===== config.mk =====
export PLATFORM = sky130hd
export DESIGN_NAME = ans_ht_preamble_seq_flat
export DESIGN_NICKNAME = d
export VERILOG_FILES = /design/src/rtl/ans_preamble_pkg.sv /design/src/rtl/ans_ht_preamble_seq_if.sv /design/src/rtl/ans_preamble_skid.sv /design/src/rtl/ans_ht_preamble_seq.sv /design/src/flat_wrapper.sv
export SDC_FILE = /design/constraint.sdc
export NUM_CORES = 1
export LEC_CHECK = 0
export BUFFER_PORTS_ARGS = -buffer_cell sky130_fd_sc_hd__buf_2
export CAP_MARGIN = 40
export CORE_AREA = 2 2 200 202
export CTS_CLUSTER_DIAMETER = 150
export DETAILED_ROUTE_END_ITERATION = 16
export DIE_AREA = 0 0 202 204
export PLACE_DENSITY = 0.53
export SLEW_MARGIN = 5
export SYNTH_ARGS = -nofsm -noshare
export SYNTH_HDL_FRONTEND = slang
export SYNTH_SLANG_ARGS = --single-unit

===== constraint.sdc =====
create_clock -name clk -period 7.6 [get_ports clk]
set_input_delay 1.52 -clock clk [delete_from_list [all_inputs] [get_ports clk]]
set_output_delay 1.52 -clock clk [all_outputs]
set_load 0.01 [all_outputs]

===== src/rtl/ans_preamble_pkg.sv =====
// ans_preamble_pkg: shared types and constants for the HT preamble sequencer.
package ans_preamble_pkg;

    localparam int SYM_LEN = 80;   // samples per STF/LTF symbol
    localparam int MAX_LTF = 4;    // HT-LTF symbols per preamble, upper bound

    typedef logic [31:0] sample_t; // {I,Q}

    typedef enum logic [2:0] {
        IDLE,
        STF_ARM,
        STF_WAIT,
        STF_STREAM,
        LTF_ARM,
        LTF_WAIT,
        LTF_STREAM,
        DRAIN
    } state_t;

    // Requested LTF count folded into 1..MAX_LTF.
    function automatic logic [2:0] clamp_n_ltf(input logic [2:0] n);
        if (n == 3'd0)
            return 3'd1;
        if (n > 3'(MAX_LTF))
            return 3'(MAX_LTF);
        return n;
    endfunction

endpackage


===== src/rtl/ans_ht_preamble_seq_if.sv =====
// ans_ht_preamble_seq_if: valid/ready sample stream towards the dot11 sample mux.
interface ans_ht_preamble_seq_if;
    import ans_preamble_pkg::*;

    sample_t sample;
    logic    valid;
    logic    ready;

    modport master (output sample, output valid, input ready);
    modport slave  (input sample, input valid, output ready);

endinterface


===== src/rtl/ans_preamble_skid.sv =====
// ans_preamble_skid: 2-entry sample FIFO with occupancy count and synchronous flush.
module ans_preamble_skid
    import ans_preamble_pkg::*;
(
    input  logic     clk,
    input  logic     reset,
    input  logic     flush,
    input  logic     push,
    input  sample_t  push_data,
    input  logic     pop,
    output sample_t  rd_data,
    output logic [1:0] cnt
);

    sample_t mem [2];
    logic    wr_ptr;
    logic    rd_ptr;
    logic    do_push;
    logic    do_pop;

    assign do_push = push && (cnt != 2'd2);
    assign do_pop  = pop  && (cnt != 2'd0);

    // Storage, pointers and occupancy; flush empties without touching storage.
    // NOTE: storage is reset as well, because rd_data feeds a top-level output that must read 0 out of reset.
    always_ff @(posedge clk or posedge reset) begin
        if (reset) begin
            mem[0] <= '0;
            mem[1] <= '0;
            wr_ptr <= 1'b0;
            rd_ptr <= 1'b0;
            cnt    <= 2'd0;
        end else if (flush) begin
            wr_ptr <= 1'b0;
            rd_ptr <= 1'b0;
            cnt    <= 2'd0;
        end else begin
            if (do_push) begin
                mem[wr_ptr] <= push_data;
                wr_ptr      <= ~wr_ptr;
            end
            if (do_pop)
                rd_ptr <= ~rd_ptr;
            cnt <= cnt + {1'b0, do_push} - {1'b0, do_pop};
        end
    end

    assign rd_data = mem[rd_ptr];

endmodule


===== src/rtl/ans_ht_preamble_seq.sv =====
// ans_ht_preamble_seq: runs one HT preamble (1 STF symbol + 1..MAX_LTF LTF symbols) per tx_start,
// arming each generator, waiting for its started flag and streaming SYM_LEN samples per symbol
// through a small FIFO towards the sample mux.
// Optional feature: define ANS_PREAMBLE_COEFF_SHADOW_EN to buffer coefficient writes made while
// busy and apply them at the next accepted tx_start.
module ans_ht_preamble_seq
    import ans_preamble_pkg::*;
#(
    parameter int WAIT_TIMEOUT = 512
) (
    input  logic          clk,
    input  logic          reset,
    input  logic          tx_start,
    input  logic          abort,
    input  logic [2:0]    n_ltf,
    input  logic [127:0]  coeff_in,
    input  logic          coeff_we,
    output logic          stf_letsgo,
    output logic          stf_givemeoutput,
    output logic [127:0]  stf_obf_coeff,
    input  sample_t       stf_sample,
    input  logic          stf_started,
    output logic          ltf_letsgo,
    output logic          ltf_givemeoutput,
    input  sample_t       ltf_sample,
    input  logic          ltf_started,
    output logic          gen_reset,
    ans_ht_preamble_seq_if.master out,
    output logic          busy,
    output logic          done,
    output logic          err_timeout
);

    localparam int TMR_W = $clog2(WAIT_TIMEOUT);

    state_t           state_q, state_d;
    logic [TMR_W-1:0] timer_q;
    logic [6:0]       smp_cnt_q;
    logic [2:0]       ltf_idx_q;
    logic [2:0]       n_ltf_q;

    logic [1:0]       fifo_cnt;
    sample_t          fifo_rd;
    sample_t          push_data;
    logic             fifo_push;
    logic             fifo_pop;
    logic             fifo_flush;

    logic             smp_clr;
    logic             ltf_sym_end;
    logic             tx_accept;
    logic             give_ok;
    logic             in_timed;
    logic             act_started;
    logic             timeout_hit;
    logic             sym_last;
    logic             more_ltf;

    // Generator may hand over a sample only if the FIFO can take it this cycle without overflowing.
    assign give_ok     = (fifo_cnt == 2'd0) || ((fifo_cnt == 2'd1) && out.ready);
    assign in_timed    = (state_q == STF_WAIT) || (state_q == STF_STREAM) ||
                         (state_q == LTF_WAIT) || (state_q == LTF_STREAM);
    assign act_started = ((state_q == STF_WAIT) || (state_q == STF_STREAM)) ? stf_started : ltf_started;
    assign timeout_hit = (timer_q == TMR_W'(WAIT_TIMEOUT - 1));
    assign sym_last    = (smp_cnt_q == 7'(SYM_LEN - 1));
    assign more_ltf    = ((ltf_idx_q + 3'd1) < n_ltf_q);
    assign tx_accept   = (state_q == IDLE) && tx_start && !abort;

    assign busy      = (state_q != IDLE);
    assign out.valid = (fifo_cnt != 2'd0);
    assign out.sample = fifo_rd;
    assign fifo_pop  = out.valid && out.ready;

    // State register.
    // NOTE: sequential state uses non-blocking assignments so every register samples pre-edge values;
    // the combinational block below uses blocking assignments because it computes in program order.
    always_ff @(posedge clk or posedge reset) begin
        if (reset)
            state_q <= IDLE;
        else
            state_q <= state_d;
    end

    // Next state, generator handshakes and event pulses; abort overrides everything.
    // NOTE: every signal gets a default before the case so no path leaves one unassigned (no latches).
    always_comb begin
        state_d          = state_q;
        stf_letsgo       = 1'b0;
        ltf_letsgo       = 1'b0;
        stf_givemeoutput = 1'b0;
        ltf_givemeoutput = 1'b0;
        gen_reset        = 1'b0;
        err_timeout      = 1'b0;
        done             = 1'b0;
        fifo_push        = 1'b0;
        fifo_flush       = 1'b0;
        push_data        = stf_sample;
        smp_clr          = 1'b0;
        ltf_sym_end      = 1'b0;

        unique case (state_q)
            IDLE: begin
                if (tx_start)
                    state_d = STF_ARM;
            end
            STF_ARM: begin
                stf_letsgo = 1'b1;
                state_d    = STF_WAIT;
            end
            STF_WAIT: begin
                if (stf_started) begin
                    state_d = STF_STREAM;
                    smp_clr = 1'b1;
                end
            end
            STF_STREAM: begin
                stf_givemeoutput = give_ok;
                if (stf_started && give_ok) begin
                    fifo_push = 1'b1;
                    if (sym_last)
                        state_d = LTF_ARM;
                end
            end
            LTF_ARM: begin
                ltf_letsgo = 1'b1;
                state_d    = LTF_WAIT;
            end
            LTF_WAIT: begin
                if (ltf_started) begin
                    state_d = LTF_STREAM;
                    smp_clr = 1'b1;
                end
            end
            LTF_STREAM: begin
                ltf_givemeoutput = give_ok;
                push_data        = ltf_sample;
                if (ltf_started && give_ok) begin
                    fifo_push = 1'b1;
                    if (sym_last) begin
                        ltf_sym_end = 1'b1;
                        state_d     = more_ltf ? LTF_ARM : DRAIN;
                    end
                end
            end
            DRAIN: begin
                if (fifo_cnt == 2'd0) begin
                    done    = 1'b1;
                    state_d = IDLE;
                end
            end
            default: state_d = IDLE;
        endcase

        // Started missing for too long, either while waiting or after dropping mid-symbol.
        if (in_timed && !act_started && timeout_hit) begin
            err_timeout = 1'b1;
            gen_reset   = 1'b1;
            fifo_flush  = 1'b1;
            state_d     = IDLE;
        end

        if (abort) begin
            state_d          = IDLE;
            stf_letsgo       = 1'b0;
            ltf_letsgo       = 1'b0;
            stf_givemeoutput = 1'b0;
            ltf_givemeoutput = 1'b0;
            err_timeout      = 1'b0;
            done             = 1'b0;
            fifo_push        = 1'b0;
            smp_clr          = 1'b0;
            ltf_sym_end      = 1'b0;
            fifo_flush       = 1'b1;
            gen_reset        = (state_q != IDLE);
        end
    end

    // Started watchdog: runs while the active generator is not started, restarts whenever it is.
    always_ff @(posedge clk or posedge reset) begin
        if (reset)
            timer_q <= '0;
        else if (in_timed && !act_started && (state_d == state_q))
            timer_q <= timer_q + 1'b1;
        else
            timer_q <= '0;
    end

    // Per-symbol sample counter and LTF symbol bookkeeping.
    always_ff @(posedge clk or posedge reset) begin
        if (reset) begin
            smp_cnt_q <= '0;
            ltf_idx_q <= '0;
            n_ltf_q   <= '0;
        end else begin
            if (smp_clr)
                smp_cnt_q <= '0;
            else if (fifo_push)
                smp_cnt_q <= smp_cnt_q + 7'd1;

            if (tx_accept) begin
                ltf_idx_q <= '0;
                n_ltf_q   <= clamp_n_ltf(n_ltf);
            end else if (ltf_sym_end) begin
                ltf_idx_q <= ltf_idx_q + 3'd1;
            end
        end
    end

`ifdef ANS_PREAMBLE_COEFF_SHADOW_EN
    logic [127:0] shadow_q;

    // Shadow tracks every write; the live register takes it at the next accepted tx_start.
    always_ff @(posedge clk or posedge reset) begin
        if (reset) begin
            shadow_q      <= '0;
            stf_obf_coeff <= '0;
        end else begin
            if (coeff_we)
                shadow_q <= coeff_in;
            if (tx_accept)
                stf_obf_coeff <= coeff_we ? coeff_in : shadow_q;
            else if (coeff_we && !busy)
                stf_obf_coeff <= coeff_in;
        end
    end
`else
    // Coefficients change only between preambles; writes while busy are dropped.
    always_ff @(posedge clk or posedge reset) begin
        if (reset)
            stf_obf_coeff <= '0;
        else if (coeff_we && !busy)
            stf_obf_coeff <= coeff_in;
    end
`endif

    ans_preamble_skid u_skid (
        .clk       (clk),
        .reset     (reset),
        .flush     (fifo_flush),
        .push      (fifo_push),
        .push_data (push_data),
        .pop       (fifo_pop),
        .rd_data   (fifo_rd),
        .cnt       (fifo_cnt)
    );

endmodule


===== src/flat_wrapper.sv =====
// flat-port wrapper written by rule: the top's interface ports become plain ports
module ans_ht_preamble_seq_flat import ans_preamble_pkg::*;
#(
    parameter int WAIT_TIMEOUT = 512
)
  (clk, reset, tx_start, abort, n_ltf, coeff_in, coeff_we, stf_letsgo, stf_givemeoutput, stf_obf_coeff, stf_sample, stf_started, ltf_letsgo, ltf_givemeoutput, ltf_sample, ltf_started, gen_reset, busy, done, err_timeout, out_sample, out_valid, out_ready);
  ans_ht_preamble_seq_if out_i ();
  input  logic clk;
  input  logic reset;
  input  logic tx_start;
  input  logic abort;
  input  logic [2:0] n_ltf;
  input  logic [127:0] coeff_in;
  input  logic coeff_we;
  output logic stf_letsgo;
  output logic stf_givemeoutput;
  output logic [127:0] stf_obf_coeff;
  input  sample_t stf_sample;
  input  logic stf_started;
  output logic ltf_letsgo;
  output logic ltf_givemeoutput;
  input  sample_t ltf_sample;
  input  logic ltf_started;
  output logic gen_reset;
  output logic busy;
  output logic done;
  output logic err_timeout;
  output wire logic [$bits(out_i.sample)-1:0] out_sample;
  output wire logic [$bits(out_i.valid)-1:0] out_valid;
  input wire logic [$bits(out_i.ready)-1:0] out_ready;
  assign out_sample = out_i.sample;
  assign out_valid = out_i.valid;
  assign out_i.ready = out_ready;
  ans_ht_preamble_seq #(.WAIT_TIMEOUT(WAIT_TIMEOUT)) u_core (.clk(clk), .reset(reset), .tx_start(tx_start), .abort(abort), .n_ltf(n_ltf), .coeff_in(coeff_in), .coeff_we(coeff_we), .stf_letsgo(stf_letsgo), .stf_givemeoutput(stf_givemeoutput), .stf_obf_coeff(stf_obf_coeff), .stf_sample(stf_sample), .stf_started(stf_started), .ltf_letsgo(ltf_letsgo), .ltf_givemeoutput(ltf_givemeoutput), .ltf_sample(ltf_sample), .ltf_started(ltf_started), .gen_reset(gen_reset), .out(out_i), .busy(busy), .done(done), .err_timeout(err_timeout));
endmodule

==> results of run 1 <==
-- registers in the layout (all words and copies together) (netlist names), 2 cells and up --
signal,flops
u_core.state_q,3
u_core.ltf_idx_q,3
u_core.n_ltf_q,3
u_core.u_skid.mem,64
u_core.smp_cnt_q,7
u_core.timer_q,9
u_core.u_skid.cnt,2
u_core.stf_obf_coeff,128
-- area by class of cell --
class	instances	area, um^2	area share (%)
well taps	525	656.9	5.069
clock inverters	6	78.83	0.6082
repair buffers	380	1957	15.10
multi-input cells	406	3897	30.07
diodes	2	5.005	0.03862
clock buffers	42	782.0	6.034
flip-flops and latches	221	5530	42.67
inverters	12	52.55	0.4055
-- stage by stage --
step	power [mW]	instance area (um^2)	util, %
floorplan	1.507	9652	-
detailed placement	1.693	12090	30.87
global route	3.052	12960	33.07
finish	2.910	12960	33.07
global placement	1.686	12050	30.74
CTS	2.971	12950	33.06
-- per-layer routing --
metal | vias to the layer above | track usage [%]
li1 | 3197 | -
met5 | - | 0
met4 | 0 | 4.491
met2 | 172 | 20.91
met3 | 51 | 2.551
met1 | 3441 | 14.67
-- how the worst max path moves through the flow --
stage / cells past startpoint / end / startpoint
2_1_floorplan: 1 / u_core.ltf_idx_q[0] / reset
3_3_place_gp: 4 / stf_givemeoutput / abort
3_5_place_dp: 4 / stf_givemeoutput / abort
4_1_cts: 4 / stf_givemeoutput / abort
6_report: 4 / stf_givemeoutput / abort
5_1_grt: 4 / stf_givemeoutput / abort
-- power groups by stage --
| stage | sequential [mW] | combinational, mW | clock, mW |
|---|---|---|---|
| floorplan | 1.37 | 0.141 | 0 |
| global placement | 1.32 | 0.362 | 0 |
| detailed placement | 1.33 | 0.366 | 0 |
| CTS | 1.31 | 0.367 | 1.30 |
| global route | 1.32 | 0.389 | 1.35 |
| finish | 1.31 | 0.357 | 1.25 |
-- cell usage in the layout, fill, tap and decap left out, types with 4 or more instances in the layout --
master and count:
nand3_1 7, clkbuf_1 10, or4_1 8, ha_1 8
xnor2_1 5, o31ai_1 6, nor2_1 15, buf_2 371
buf_4 7, xor2_1 5, inv_1 11, a21oi_1 17
or2_2 4, dfrtp_1 221, o21ai_0 10, nand2_1 10
clkbuf_8 5, mux2_2 256, and3_1 5, clkbuf_16 27
-- logic make-up after synthesis --
group           synth area share, %
mux                           29.98
flops                         57.30
simple gates                  5.341
buf+inv                       2.398
compound gates                3.034
xor+xnor                     0.9074
fa+ha+maj                     1.037
==> results.md, run 1 <==
- Run status: completed
- Hold buffer count at CTS: 0
- # resized after CTS: 0
- IO Count: 372
- Drt total wl: between 20 and 30 mm
- Slowest stage delay, CP: 0.81 ns
- Combinational power share: 12.3%
- Post-Place Cells: about 1500
- Top cell type's share of synthesized area: 57.30%
- Top FF cell, synth: dfrtp_1
- Fin. Hold Viols: 0
- Hold Crit Depth: 1
- Slowest cell on crit path: or4b_1
- Avg WL per Cell: 15.89 um
- Sequential element share of the synthesized area: between 50% and 60%
- Crit start category: input port
- Worst flop-to-flop path endpoint: u_core.stf_obf_coeff[98]
- Max-cap viol count: 0
- Crit share post-route: 58.11%
- Die area: 0.04121 mm^2
- DR vias: a little under 7000
- P_leak: 6.338 nW
- Slew Viols, Final: 0
- Starting Density: 24.63%
- R2R Setup Slk: 4.65 ns
- Worst slew pin tran: 0.6705 ns
- GR Util All Layers: 12.04%
- Wire length on met2: 12.83 mm
- Fin cells: ~1600
- Routed vias/inst: between 4 and 5
- Post-DP HPWL: 18.63 mm
- Vert. Die Dim: 204 um
- Dpl ws: 3.178 ns
- Cell variety after synth: 49
- CTS tree: built
- Worst skew pair latency: 0.55 ns
- H-tree depth: 1
- Synth top cells by count: mux2_2, dfrtp_1, clkbuf_1, a21oi_1, buf_2
- Yosys Warn Count: 0
- Final RePlAce weighted congestion: slightly above 0.8
- Die width: 202 um
- CP Max Fanout: 16
- Post-Syn Area: 0.009652 mm^2
- Met3 wire length: roughly 1.3 mm
- Root buf cell: clkbuf_16
- Max clock buf depth: 3
- Syn Inst Count: between 600 and 700
- Min Tclk post-route: around 4.4 ns
- Clock slew at reported path FFs: approximately 0.06 ns
- Crit Reg-Reg Startpoint: u_core.state_q[2]
- PD cells: ~220 mW/mm^2
- DRC Markers: 0
- Crit path top cell by count: buf_2
- Remaining antenna violation count after routing: 0
- R2R cell count: 4
- Initial DRC Count: 191
- Synth area leaders: dfrtp_1, mux2_2, ha_1
- Area grow syn2layout: 34.28%
- Synth area leader: dfrtp_1
- Largest net degree at the start of global routing: 103
- Buf/Inv on CP: 2
- RSZ-0062 raised after global routing: no
- Crit path DAT: 2.90 ns
- Initial antenna violation count: 3
- Slew headroom: 55.30%
- Setup Buffers After CTS: 0
- Worst path required time: 6.08 ns
- GRT Residual Overflow: 0
- FMAX: ~0.23 GHz
- Worst Min Path Start: u_core.timer_q[0]
- Core area: 0.03918 mm^2
- Asr flop ratio synth: 100.0%
- Clock sinks: approximately 220
- Register bit total from synthesis: around 220
- Internal: between 2 and 2.5 mW
- Most frequent cell after synthesis: mux2_2
- Vias in the first global route: ~7200
- Pre-antenna DRT Iters: 4
- Top Layer Used: met4
- Crit-path cells: buf_2 > or4b_1 > nor2_1 > buf_2
- WHS Endpoint: u_core.timer_q[0]
- Fraction of layout cells with a size suffix above 1: 64.10%
- CP Capture Type: primary output
- Synthesized Nets: 888
- Sum of negative setup slack: 0 ns
- Std-Cell Rows: 73
- Clk pwr share: 42.8%
- Syn_area_per_cell: 14.26 um^2
- Port Buffers: 371
- Final setup fails: 0
- Clock Skews: 0.01448 ns
- Register share of total power: 44.9%
- Worst hold slack: 0.4897 ns
- Setup WS post-layout: 3.184 ns
- CTS Buf Count: 27
- Kind of cell adding the most delay to the critical path: simple AND/OR/NAND/NOR gates
- Post-synth EDFFs: 0
- Filler instances: 4015
- Sw frac: roughly 25%
- Worst IR drop on VDD: 0.1355 mV
- Wire length on met1: 10.49 mm
- First-pass GRT wire length: 39.72 mm
- Nets@finish: 1259
- Hold WC Path Type: reg2reg
- Critical path class: in2out
- Switching pwr: about 0.72 mW
No activity file was read; power rests on OpenSTA's default activity.
==> run 2: changes to the inputs <==
Settings changed: ABC_AREA set to 1, CORE_AREA 2 2 200 202 to 2 2 201 203, DIE_AREA 0 0 202 204 to 0 0 203 205, PLACE_DENSITY 0.53 to 0.51.
Clock period 7.6 ns to 4.2 ns, I/O delays scaled along.
==> results.md, run 2 <==
- RSZ-0062 raised after global routing: no
- Most frequent cells in the layout: buf_2, nand2_1, dfrtp_1
- Vert. Die Dim: just over 200 um
- Sequential element share of the synthesized area: 56.50%
- Post-Syn Area: 0.009788 mm^2
- CP Capture Type: primary output
- Slowest stage delay, CP: 0.38 ns
- Crit path DAT: 2.50 ns
- FMAX: around 0.30 GHz
- Inserted Diodes: 0
- # resized after CTS: 0
- Slowest cell on crit path: dfrtp_1
- Sum of negative setup slack: 0 ns
- Run status: completed
- Worst slew pin tran: 0.8349 ns
- Root buf cell: clkbuf_16
- Pre-antenna DRT Iters: 4
- Initial DRC Count: between 300 and 400
- Hold buffer count at CTS: 0
- CTS Buf Count: 26
- Fin. Hold Viols: 0
- Crit-path cells: ha_1 > nand3_1 > nor3b_1 > nand2_1 > nor2_1 > ha_1 > nand2_2 > nand2_4 > inv_1 > a21oi_1 > buf_2
- Register bit total from synthesis: 221
- GR Util All Layers: around an eighth
- Setup Buffers After CTS: 0
- Syn Inst Count: 944
- Synth area leader: dfrtp_1
- Commonest non-fill, non-tap cell in the layout: buf_2
- Clock Skews: 0.006317 ns
- Buf/Inv on CP: 2
- Fraction of layout cells with a size suffix above 1: 43.99%
- P_leak: 6.506 nW
- Fin cells: 1848
- IO Count: 372
- H-tree depth: 1
- DRC Markers: 0
- Max FFs per register: roughly 130
- Largest registers: u_core.stf_obf_coeff (128), u_core.u_skid.mem (64), u_core.timer_q (9)
- CTS tree: built
- Kind of cell adding the most delay to the critical path: simple AND/OR/NAND/NOR gates
- DR vias: 7690
- Drt total wl: between 20 and 30 mm
- Largest net degree at the start of global routing: 110
- Crit start category: flip-flop
- Asr flop ratio synth: 100.0%
- Clock sinks: 221
- CP Max Fanout: 6
- First-pass GRT wire length: 41.32 mm
- Avg WL per Cell: between 10 and 15 um
- Yosys Warn Count: 0
- Slew headroom: 44.21%
- Initial antenna violation count: 1
- Final RePlAce weighted congestion: 0.7851
- Worst hold slack: 0.2183 ns
- Crit path top cell by count: ha_1
- Top FF cell, synth: dfrtp_1
- PD cells: 472.7 mW/mm^2
- Post-DP HPWL: between 15 and 20 mm
- Slew Viols, Final: 0
- Top cell type's share of synthesized area: between 50% and 60%
- Worst skew pair latency: about 0.53 ns
- Starting Density: 24.86%
- Largest Register: u_core.stf_obf_coeff
- Synth area leaders: dfrtp_1, mux2_2, nand2_1
- Routed vias/inst: 4.161
- Std-Cell Rows: 73
- Core area: 0.03937 mm^2
- Syn_area_per_cell: 10.37 um^2
- Core Util, Final: 33.19%
- Max clock buf depth: 3
- Post-Place Cells: 1802
- Port Buffers: ~370
- Cell variety after synth: 37
- Die area: 0.04162 mm^2
- Die width: 203 um
- Most frequent cell after synthesis: nand2_1
- Max-cap viol count: 0
- Nets@finish: roughly 1500
- Vias in the first global route: 7646
- Worst IR drop on VDD: between 0.15 and 0.2 mV
- Final setup fails: 0
- Synth top cells by count: nand2_1, dfrtp_1, mux2_2, o21ai_0, inv_1
- GRT Residual Overflow: 0
- Area grow syn2layout: 33.49%
- Min Tclk post-route: 3.336 ns
- R2R Setup Slk: 1.59 ns
- Remaining antenna violation count after routing: 0
- Filler instances: approximately 4000
- Clock slew at reported path FFs: 0.06 ns
- Worst path required time: 3.36 ns
- Hold WC Path Type: in2async
- Synthesized Nets: 1155
- Post-synth EDFFs: 0
- Crit share post-route: 79.44%
- Critical path class: reg2out
==> run 2: cell type report <==
cell class | instances | area, um^2 | area share [%]
flip-flops and latches | 221 | 5532 | 42.33
repair buffers | 379 | 1999 | 15.30
clock inverters | 11 | 162.7 | 1.245
inverters | 74 | 281.5 | 2.155
well taps | 525 | 656.9 | 5.027
multi-input cells | 603 | 3689 | 28.23
clock buffers | 35 | 745.7 | 5.707
==> run 2: power breakdown <==
group | switching (mW) | internal [mW]
clock network | 0.887 | 1.48
registers | 0.145 | 2.40
logic | 0.698 | 0.566
==> run 2: kinds of logic after synthesis <==
family / synth area share [%]
simple gates: 14.24
flops: 56.50
mux: 14.73
compound gates: 6.455
buf+inv: 5.893
xor+xnor: 1.163
fa+ha+maj: 1.023
==> run 2: routing by layer <==
layer / share of wire (%) / track usage (%) / vias up
li1: - / - / 3797
met1: 44 / 16.03 / 3611
met2: 47 / 21.00 / 240
met3: 6.4 / 2.402 / 42
met4: 2.1 / 3.728 / 0
met5: 0 / 0 / -
==> run 2: worst paths after layout <==
path	endpoint	startpoint	cells after the start
max in group asynchronous	u_core.u_skid.rd_ptr	reset	3
worst min register to register	u_core.timer_q[0]	u_core.timer_q[0]	1
worst max-delay path	gen_reset	u_core.timer_q[0]	11
worst max register to register	u_core.u_skid.mem[51]	u_core.state_q[2]	8
worst min-delay path	u_core.stf_obf_coeff[60]	reset	2
min in group clk	u_core.timer_q[0]	u_core.timer_q[0]	1
==> run 2: metrics by stage <==
step / area, um^2 / total power [mW] / setup slack, ns
after floorplan: 9792 / 3.268 / 0.4779
after global placement: 12090 / 3.845 / 1.031
after detailed placement: 12160 / 3.882 / 1.326
after CTS: 13070 / 6.310 / 0.7830
after global routing: 13070 / 6.528 / 0.6076
final: 13070 / 6.176 / 0.8637
==> run 3: changes to the inputs <==
Settings changed: PLACE_DENSITY 0.51 to 0.53.
Clock period 4.2 ns to 2.8 ns, I/O delays scaled along.
==> results.md, run 3 (synthesized netlist as in run 2, its figures left out) <==
- Vert. Die Dim: 205 um
- Buf/Inv on CP: 2
- Critical path class: reg2out
- Hold buffer count at CTS: 0
- Worst slew pin tran: 0.7000 ns
- H-tree depth: 1
- DR vias: roughly 7900
- Die area: 0.04162 mm^2
- Most frequent cells in the layout: buf_2, nand2_1, dfrtp_1
- Avg WL per Cell: 15.01 um
- Slowest stage delay, CP: 0.39 ns
- Final RePlAce weighted congestion: 0.8111
- Clock sinks: 221
- Fin. Hold Viols: 0
- Post-DP HPWL: 20.24 mm
- CP Capture Type: primary output
- Commonest non-fill, non-tap cell in the layout: buf_2
- Routed vias/inst: around 4.2
- Worst flop-to-flop path endpoint: u_core.timer_q[4]
- RSZ-0062 raised after global routing: yes
- GRT Residual Overflow: 0
- Remaining antenna violation count after routing: 0
- Post-DP Area: about 0.012 mm^2
- Area grow syn2layout: 37.71%
- Root buf cell: clkbuf_16
- Pre-antenna DRT Iters: 5
- Largest Register: u_core.stf_obf_coeff
- Core Util, Final: 34.24%
- Crit Reg-Reg Startpoint: u_core.timer_q[0]
- PD cells: 726.0 mW/mm^2
- Max-cap viol count: 0
- Port Buffers: 371
- Dpl ws: 0.3754 ns
- Final setup fails: 0
- Max FFs per register: 128
- Setup WS post-layout: 0.1043 ns
- Crit start category: flip-flop
- Crit path top cell by count: nand2_4
- Inserted Diodes: 0
- Initial antenna violation count: 2
- IO Count: approximately 370
- Worst path required time: between 2 and 2.5 ns
- Kind of cell adding the most delay to the critical path: simple AND/OR/NAND/NOR gates
- R2R Setup Slk: 0.14 ns
- Slowest cell on crit path: dfrtp_1
- Nets@finish: ~1500
- CTS tree: built
- Finished Cell Area: 0.01348 mm^2
- GR Util All Layers: 12.90%
- Slew Viols, Final: 0
- Drt total wl: 28.20 mm
- Die width: 203 um
- R2R cell count: 18
- First-pass GRT wire length: 42.18 mm
- Final total power: 9.785 mW
- Filler instances: 4008
- Clock slew at reported path FFs: about 0.07 ns
- CP Max Fanout: 2
- Worst IR drop on VDD: 0.3346 mV
- Crit share post-route: 96.27%
- Std-Cell Rows: between 70 and 80
- Crit-path cells: ha_4 > nand3_4 > nor3b_4 > nand2_1 > nor2_2 > ha_2 > nand2_4 > nand2_4 > inv_4 > a21oi_2 > buf_2
- Vias in the first global route: 7695
- Slew headroom: 53.27%
- Fraction of layout cells with a size suffix above 1: 45.86%
- FMAX: about 0.37 GHz
- P_leak: 6.714 nW
- Clock Skews: 0.01122 ns
- Run status: completed
- Min Tclk post-route: 2.696 ns
- Core area: about 0.039 mm^2
- Initial DRC Count: 381
- Starting Density: between 20% and 30%
- Crit path DAT: 2.14 ns
- CTS Buf Count: 27
- Hold WC Path Type: in2async
- DRC Markers: 0
- Worst skew pair latency: about 0.54 ns
- Largest registers: u_core.stf_obf_coeff (128), u_core.u_skid.mem (64), u_core.timer_q (9)
- Largest net degree at the start of global routing: 87
- Max clock buf depth: 3
==> run 3: through the flow <==
step / setup TNS (ns) / std cells / hold slack, ns
detailed placement: 0 / 1809 / 0.4638
CTS: -0.01120 / 1876 / 0.008680
global route: -0.03126 / 1879 / 0.01446
finish: 0 / 1879 / 0.01853
global placement: 0 / 1809 / 0.4513
floorplan: -141.90 / 944 / 0.4432
==> run 3: what timing repair did <==
action	4_1_cts	5_1_grt
pin swaps	6	6
hold endpoints to repair	0	0
resized for setup	6	8
buffers inserted	19	4
gates cloned	0	0
endpoints found under the setup margin	2	3
==> run 3: power breakdown <==
part	internal (mW)	switching (mW)
combinational	0.860	1.05
sequential	3.59	0.227
clock	2.67	1.39
==> run 3: layout make-up <==
class                           instances  area (um^2)  area share, %
Clock buffer                           34        732.0          5.430
Inverter                               74        284.0          2.107
Tap cell                              525        656.9          4.873
Clock inverter                         14        302.8          2.246
Multi-Input combinational cell        603         3746          27.79
Timing Repair Buffer                  408         2226          16.51
Sequential cell                       221         5532          41.04
==> run 3: worst max-delay path by stage <==
stage / slack (ns) / endpoint / startpoint / cells after the start
after floorplan: -0.64 / u_core.ltf_idx_q[0] / reset / 1
after global placement: 0.38 / gen_reset / u_core.timer_q[0] / 11
after detailed placement: 0.38 / u_core.u_skid.cnt[1] / out_ready / 11
after CTS: -0.01 / gen_reset / u_core.timer_q[1] / 11
after global routing: -0.03 / gen_reset / u_core.timer_q[0] / 11
final: 0.10 / gen_reset / u_core.timer_q[0] / 11
==> run 3: metal layers <==
layer  wire (um)  vias up  track usage, %
met5          13        -               0
met4         676        2           4.171
met3        1952       58           2.816
met2       13620      276           22.28
met1       11940     3736           16.01
li1            -     3852               -
